--- src/rtl/cpu_types_pkg.sv ---
// cpu_types_pkg: shared MIPS encodings, ALU ops, instruction formats and multicycle control enums.
package cpu_types_pkg;
  localparam int WORD_W_DEF = 32;
  localparam int REGSEL_W_DEF = 5;
  localparam int LINK_REG_DEF = 31;

  typedef enum logic [5:0] {
    RTYPE = 6'h00, J = 6'h02, JAL = 6'h03, BEQ = 6'h04, BNE = 6'h05,
    ADDI = 6'h08, ADDIU = 6'h09, SLTI = 6'h0A, SLTIU = 6'h0B,
    ANDI = 6'h0C, ORI = 6'h0D, XORI = 6'h0E, LUI = 6'h0F,
    LW = 6'h23, SW = 6'h2B, LL = 6'h30, SC = 6'h38, HALT = 6'h3F
  } opcode_t;

  typedef enum logic [5:0] {
    SLL = 6'h00, SRL = 6'h02, JR = 6'h08, ADD = 6'h20, ADDU = 6'h21,
    SUB = 6'h22, SUBU = 6'h23, AND = 6'h24, OR = 6'h25, XOR = 6'h26,
    NOR = 6'h27, SLT = 6'h2A, SLTU = 6'h2B
  } funct_t;

  typedef enum logic [3:0] {
    ALU_SLL, ALU_SRL, ALU_ADD, ALU_SUB, ALU_AND,
    ALU_OR, ALU_XOR, ALU_NOR, ALU_SLT, ALU_SLTU
  } aluop_t;

  typedef struct packed {
    opcode_t opcode;
    logic [4:0] rs;
    logic [4:0] rt;
    logic [4:0] rd;
    logic [4:0] shamt;
    funct_t funct;
  } r_t;

  typedef struct packed {
    opcode_t opcode;
    logic [4:0] rs;
    logic [4:0] rt;
    logic [15:0] imm;
  } i_t;

  typedef struct packed {
    opcode_t opcode;
    logic [25:0] addr;
  } j_t;

  typedef enum logic [2:0] {S_IF, S_ID, S_EX, S_MEM, S_WB, S_HALT} mc_state_t;
  typedef enum logic [1:0] {NEXT, BRANCH, JUMP, JUMPREGISTER} pcsel_t;
  typedef enum logic [1:0] {PORT_O, DMEMLOAD, LUI_WORD, RTN_ADDR} wdatsel_t;

  typedef enum logic [3:0] {
    CL_NOP, CL_ALU_R, CL_ALU_I, CL_LW, CL_SW, CL_LL, CL_SC,
    CL_BEQ, CL_BNE, CL_J, CL_JR, CL_JAL, CL_LUI, CL_HALT
  } instr_class_t;
endpackage

--- src/rtl/multicycle_control_unit_decoder.sv ---
// instr_decoder: combinational IR decode into ALU controls, register selects and instruction class.
// LL/SC are recognised only when MULTICYCLE_ATOMIC_EN is defined; otherwise they decode as NOP.
module instr_decoder import cpu_types_pkg::*; #(
  parameter int WORD_W = WORD_W_DEF,
  parameter int REGSEL_W = REGSEL_W_DEF,
  parameter int LINK_REG = LINK_REG_DEF
) (
  input  logic [WORD_W-1:0]   ir_i,
  output instr_class_t        cls_o,
  output aluop_t              aluop_o,
  output logic                alusrc_o,
  output logic [WORD_W-1:0]   immediate_o,
  output logic [WORD_W-1:0]   lui_word_o,
  output logic [REGSEL_W-1:0] rsel1_o,
  output logic [REGSEL_W-1:0] rsel2_o,
  output logic [REGSEL_W-1:0] wsel_o
);
  r_t r_ins;
  logic zext, shx;
  assign r_ins = r_t'(ir_i);
  always_comb begin
    cls_o = CL_NOP;
    aluop_o = ALU_ADD;
    alusrc_o = 1'b1;
    zext = 1'b0;
    shx = 1'b0;
    case (r_ins.opcode)
      RTYPE: begin
        cls_o = CL_ALU_R;
        alusrc_o = 1'b0;
        case (r_ins.funct)
          SLL: begin aluop_o = ALU_SLL; alusrc_o = 1'b1; shx = 1'b1; end
          SRL: begin aluop_o = ALU_SRL; alusrc_o = 1'b1; shx = 1'b1; end
          JR: cls_o = CL_JR;
          ADD, ADDU: aluop_o = ALU_ADD;
          SUB, SUBU: aluop_o = ALU_SUB;
          AND: aluop_o = ALU_AND;
          OR: aluop_o = ALU_OR;
          XOR: aluop_o = ALU_XOR;
          NOR: aluop_o = ALU_NOR;
          SLT: aluop_o = ALU_SLT;
          SLTU: aluop_o = ALU_SLTU;
          default: cls_o = CL_NOP;
        endcase
      end
      J: cls_o = CL_J;
      JAL: cls_o = CL_JAL;
      BEQ: begin cls_o = CL_BEQ; aluop_o = ALU_SUB; alusrc_o = 1'b0; end
      BNE: begin cls_o = CL_BNE; aluop_o = ALU_SUB; alusrc_o = 1'b0; end
      ADDI, ADDIU: cls_o = CL_ALU_I;
      SLTI: begin cls_o = CL_ALU_I; aluop_o = ALU_SLT; end
      SLTIU: begin cls_o = CL_ALU_I; aluop_o = ALU_SLTU; end
      ANDI: begin cls_o = CL_ALU_I; aluop_o = ALU_AND; zext = 1'b1; end
      ORI: begin cls_o = CL_ALU_I; aluop_o = ALU_OR; zext = 1'b1; end
      XORI: begin cls_o = CL_ALU_I; aluop_o = ALU_XOR; zext = 1'b1; end
      LUI: cls_o = CL_LUI;
      LW: cls_o = CL_LW;
      SW: cls_o = CL_SW;
`ifdef MULTICYCLE_ATOMIC_EN
      LL: cls_o = CL_LL;
      SC: cls_o = CL_SC;
`endif
      HALT: cls_o = CL_HALT;
      default: cls_o = CL_NOP;
    endcase
  end
  assign immediate_o = shx ? WORD_W'(r_ins.shamt)
                     : zext ? WORD_W'(ir_i[15:0])
                     : {{(WORD_W-16){ir_i[15]}}, ir_i[15:0]};
  assign lui_word_o = {ir_i[15:0], {(WORD_W-16){1'b0}}};
  assign rsel1_o = r_ins.rs;
  assign rsel2_o = r_ins.rt;
  assign wsel_o = cls_o == CL_ALU_R ? r_ins.rd : cls_o == CL_JAL ? REGSEL_W'(LINK_REG) : r_ins.rt;
endmodule

--- src/rtl/multicycle_control_unit.sv ---
// multicycle_control_unit: IF/ID/EX/MEM/WB sequencer holding IR and ALU-result registers.
// MULTICYCLE_ATOMIC_EN enables LL/SC with the datomic qualifier; otherwise datomic is tied 0.
module multicycle_control_unit import cpu_types_pkg::*; #(
  parameter int WORD_W = WORD_W_DEF,
  parameter int REGSEL_W = REGSEL_W_DEF,
  parameter int LINK_REG = LINK_REG_DEF
) (
  input  logic                CLK,
  input  logic                nRST,
  input  logic [WORD_W-1:0]   imemload,
  input  logic                ihit,
  input  logic                dhit,
  input  logic                z_fl,
  input  logic [WORD_W-1:0]   port_o,
  input  logic [WORD_W-1:0]   rdat1,
  input  logic [WORD_W-1:0]   rdat2,
  output logic                iREN,
  output logic                dREN,
  output logic                dWEN,
  output logic                datomic,
  output logic [WORD_W-1:0]   dmemaddr,
  output logic [WORD_W-1:0]   dmemstore,
  output logic                pc_en,
  output pcsel_t              pc_select,
  output logic [WORD_W-1:0]   jump_data,
  output logic [REGSEL_W-1:0] rsel1,
  output logic [REGSEL_W-1:0] rsel2,
  output logic [REGSEL_W-1:0] wsel,
  output logic                WEN,
  output wdatsel_t            wdatsel,
  output aluop_t              aluop,
  output logic                alusrc,
  output logic [WORD_W-1:0]   immediate,
  output logic [WORD_W-1:0]   lui_word,
  output logic                mdr_en,
  output logic                cpu_halt,
  output mc_state_t           state_o
);
  mc_state_t state_q, state_d;
  logic [WORD_W-1:0] ir_q, aluout_q;
  instr_class_t cls;
  logic is_rd, is_wr;

  instr_decoder #(.WORD_W(WORD_W), .REGSEL_W(REGSEL_W), .LINK_REG(LINK_REG)) u_dec (
    .ir_i(ir_q), .cls_o(cls), .aluop_o(aluop), .alusrc_o(alusrc),
    .immediate_o(immediate), .lui_word_o(lui_word),
    .rsel1_o(rsel1), .rsel2_o(rsel2), .wsel_o(wsel)
  );

  always_ff @(posedge CLK or negedge nRST) begin
    if (!nRST) begin
      state_q <= S_IF;
      ir_q <= '0;
      aluout_q <= '0;
    end else begin
      state_q <= state_d;
      if (state_q == S_IF && ihit) ir_q <= imemload;
      if (state_q == S_EX) aluout_q <= port_o;
    end
  end

  assign is_rd = cls == CL_LW || cls == CL_LL;
  assign is_wr = cls == CL_SW || cls == CL_SC;
  assign dmemaddr = aluout_q;
  assign dmemstore = rdat2;
  assign jump_data = cls == CL_JR ? rdat1 : ir_q;
  assign cpu_halt = state_q == S_HALT;
  assign state_o = state_q;

  always_comb begin
    state_d = state_q;
    iREN = 1'b0;
    dREN = 1'b0;
    dWEN = 1'b0;
    datomic = 1'b0;
    pc_en = 1'b0;
    pc_select = NEXT;
    WEN = 1'b0;
    wdatsel = PORT_O;
    mdr_en = 1'b0;
    case (state_q)
      S_IF: begin
        // state_q already reads IF while reset is held, so the fetch is gated on nRST
        iREN = nRST;
        pc_en = ihit & nRST;
        if (ihit) state_d = S_ID;
      end
      S_ID: begin
        case (cls)
          CL_J: begin pc_en = 1'b1; pc_select = JUMP; state_d = S_IF; end
          CL_JR: begin pc_en = 1'b1; pc_select = JUMPREGISTER; state_d = S_IF; end
          CL_JAL, CL_LUI: state_d = S_WB;
          CL_HALT: state_d = S_HALT;
          CL_NOP: state_d = S_IF;
          default: state_d = S_EX;
        endcase
      end
      S_EX: begin
        case (cls)
          CL_BEQ: begin pc_en = z_fl; pc_select = BRANCH; state_d = S_IF; end
          CL_BNE: begin pc_en = !z_fl; pc_select = BRANCH; state_d = S_IF; end
          CL_LW, CL_SW, CL_LL, CL_SC: state_d = S_MEM;
          default: state_d = S_WB;
        endcase
      end
      S_MEM: begin
        dREN = is_rd;
        dWEN = is_wr;
`ifdef MULTICYCLE_ATOMIC_EN
        datomic = cls == CL_LL || cls == CL_SC;
`endif
        // SC latches its success flag through the MDR like a load
        if (dhit) begin
          mdr_en = is_rd || cls == CL_SC;
          state_d = cls == CL_SW ? S_IF : S_WB;
        end
      end
      S_WB: begin
        WEN = 1'b1;
        wdatsel = (is_rd || cls == CL_SC) ? DMEMLOAD
                : cls == CL_LUI ? LUI_WORD
                : cls == CL_JAL ? RTN_ADDR : PORT_O;
        pc_en = cls == CL_JAL;
        pc_select = cls == CL_JAL ? JUMP : NEXT;
        state_d = S_IF;
      end
      default: ;
    endcase
  end
endmodule

--- config.mk ---
export PLATFORM = sky130hd
export DESIGN_NAME = multicycle_control_unit
export DESIGN_NICKNAME = d
export VERILOG_FILES = /design/src/rtl/cpu_types_pkg.sv /design/src/rtl/multicycle_control_unit_decoder.sv /design/src/rtl/multicycle_control_unit.sv
export SDC_FILE = /design/constraint.sdc
export NUM_CORES = 1
export LEC_CHECK = 0
export BUFFER_PORTS_ARGS = -buffer_cell sky130_fd_sc_hd__buf_2
export CAP_MARGIN = 20
export CORE_AREA = 2 2 126 128
export DETAILED_ROUTE_END_ITERATION = 10
export DIE_AREA = 0 0 128 130
export HOLD_SLACK_MARGIN = 0.02
export SYNTH_ARGS = -nofsm -noshare
export SYNTH_HDL_FRONTEND = slang
export SYNTH_SLANG_ARGS = --single-unit
export TNS_END_PERCENT = 10
--- constraint.sdc ---
create_clock -name CLK -period 3.12 [get_ports CLK]
set_input_delay 0.624 -clock CLK [delete_from_list [all_inputs] [get_ports CLK]]
set_output_delay 0.624 -clock CLK [all_outputs]
set_load 0.005 [all_outputs]
==> run summary <==
Worst-path clk slew = 0.06 ns
max cap viols = 0
WP data arrival = 2.39 ns
top-area cell type share of the netlist area = 38.3%
Gate power share = 51.0%
crit path cell chain = or4_4, nor3_4, and2_1, buf_12, a21o_1, buf_2
Std-Cell Rows = 46
Synth area leaders = dfrtp_1, mux2_2, buf_4
CTS Hold Bufs = 0
IO Pins = 328
final core utilization = 35.7%
Worst-Skew Late Latency = 0.33 ns
worst-path fanout max = 33
post-layout minimum cycle time = 3.02 ns
FF+latch count, synth = 67
switching portion of total power = 39.0%
First DRT Iteration DRCs = 151
postcts setup bufs = 0
first drt pass iteration count = 4
largest family of logic cells by synthesized area = buffers and inverters
Internal = 3.44 mW
synth warn = 0
vias in the first global route = 3,429
clock sinks = 67
WL/cell = 17.3 um
setup TNS = 0 ns
worst rel slew slack = 44.4%
switching power = 2.20 mW
class of the worst hold path = input pin to async pin
Core ar. = 15,400 um2
PwrDens = 1020 nW/um2
reg-to-reg startpoint = ir_q[27]
root buffer cell = clkbuf_16
highest-delay cell along the critical path = or4_4
post-synthesis mux area share = 16.4%
Leakage = 2.86 nW
Bufs on Longest Clock Path = 2
RSZ-0062 raised after global routing = yes
CP startpoint kind = register
xor/xnor share of the synthesized area = 0.599%
critical path required time = 2.50 ns
commonest non-fill, non-tap cells in the layout = buf_2, nand2_1, dfrtp_1, mux2_2
H-tree Lvls = 3
R2R depth = 5
Gate Count Post-Synth = 469
EDFF count, synth = 0
DRC Markers = 0
design area = 5500 um2
Final Hold Viols = 0
DR vias/cell = 4.61
grt ovf = 0
die height = 130 um
worst setup path endpoint = jump_data[29]
CTS buffer count = 9
status = complete, no violations
Synth Cell Area = 4380 um2
Synth async-reset ratio = 100%
Antenna Nets Post-Route = 0
R2R Path End = state_o[2]
register share of total power = 31.9%
final net count = 769
setup violators final = 0
Peak VDD IR = 0.428 mV
Post-DP Area = 5210 um2
top_reg_cell synth = dfrtp_1
number of port buffers = 246
Yosys top cell by area = dfrtp_1
Via Count = 3,843
kind of critical path = register to output port
Area growth, synth to finish = 25.5%
most common cell after layout, fill and taps aside = buf_2
DPL Wire Length = 11.3 mm
adder-cell share of the synthesized area = 0%
Period Utilization, post-route = 96.6%
post-synthesis compound-gate area fraction = 9.16%
Worst Clk Skew = 0.00674 ns
R2R setup slack = 1.03 ns
Clock power frac = 17.1%
syn avg cell area = 9.35 um2
CTS resizes = 0
first-pass GRT wire length = 20.4 mm
Tot GR Track Use = 16.3%
Design Power = 5.63 mW
DIE WIDTH = 128 um
fmax = 332 MHz
fraction of the mapped netlist area in simple logic gates = 16.6%
CTS tree = built
initial antenna violation count = 1
CP Launch Point = ir_q[29]
initial core utilization = 28.4%
Die Footprint = 16,600 um2
Yosys cell types = 45
CP peak stage delay = 0.61 ns
Crit. End Element = output port
drt total wl = 14.4 mm
Max Slew Vio Count = 0
gp weighted congestion = 0.831
Worst-Margin Slew = 0.835 ns
pin count of the biggest net entering global routing = 45
share of post-route cells with drive strength above 1 = 54.0%
sequential area share after synthesis = 38.3%
flip-flops by register name (all words and copies together) (netlist names):
signal	flops
ir_q	32
dmemaddr	32
state_o	3
synth_stat cells, types with 4 or more instances:
cell type	n
buf_2	8
a21o_1	17
nand3_1	4
nor2_1	13
and2_1	15
clkbuf_1	17
nand2b_1	5
a21oi_1	8
o31ai_1	4
nand2_1	82
o21ai_1	6
buf_4	91
nor3_1	9
nor2b_1	9
o21ai_0	9
mux2_2	63
dfrtp_1	67
o211ai_1	4
worst min-delay path by stage:
stage          cells after the start    startpoint           end  slack, ns
6_report                           2          nRST       ir_q[4]       0.33
4_1_cts                            2          nRST      ir_q[19]       0.34
5_1_grt                            2          nRST      ir_q[17]       0.35
3_5_place_dp                       1  dmemaddr[11]  dmemaddr[11]       0.49
2_1_floorplan                      0          nRST   dmemaddr[0]       0.33
3_3_place_gp                       1   dmemaddr[2]   dmemaddr[2]       0.49
through the flow:
| step | worst slack (ns) | hold WS [ns] | instances |
|---|---|---|---|
| 5_1_grt | -0.000760 | 0.351 | 834 |
| 6_report | 0.105 | 0.325 | 834 |
| 4_1_cts | 0.0256 | 0.344 | 833 |
| 2_1_floorplan | 0.589 | 0.328 | 485 |
| 3_3_place_gp | 0.417 | 0.486 | 817 |
| 3_5_place_dp | 0.400 | 0.492 | 817 |
cell type report:
| type | count | area (um2) |
|---|---|---|
| Tap cell | 192 | 240 |
| Antenna cell | 1 | 2.50 |
| Clock buffer | 12 | 256 |
| Clock inverter | 4 | 25.0 |
| Inverter | 2 | 7.51 |
| Timing Repair Buffer | 259 | 1340 |
| Multi-Input combinational cell | 297 | 1950 |
| Sequential cell | 67 | 1680 |
| Fill cell | 1610 | 9920 |
metal layers:
metal  global-route usage [%]  wire length [um]  share of wire (%)
met5                        0                 0                  0
met4                     6.14               340                2.4
met3                     5.21              1150                8.0
met2                     26.4              7080                 49
met1                     20.4              5830                 41
power by group through the flow:
stage / registers (mW) / logic [mW] / clock network [mW]
6_report: 1.80 / 2.87 / 0.964
5_1_grt: 1.89 / 3.21 / 1.04
4_1_cts: 1.80 / 2.90 / 1.01
3_5_place_dp: 1.81 / 2.90 / 0
3_3_place_gp: 1.80 / 2.88 / 0
2_1_floorplan: 1.64 / 2.10 / 0
kinds of logic after synthesis:
group,count (synthesis)
simple gates,153
flops,67
compound gates,60
xor+xnor,3
other cells,1
buf+inv,121
mux,64
worst max-delay path: cells and delay by family, from the launching register on:
kind            cells  cell delay, ns
flops               1            0.46
compound gates      1            0.18
buf+inv             2            0.34
simple gates        3            1.07
Note: power is estimated with default switching activity, not from simulation.
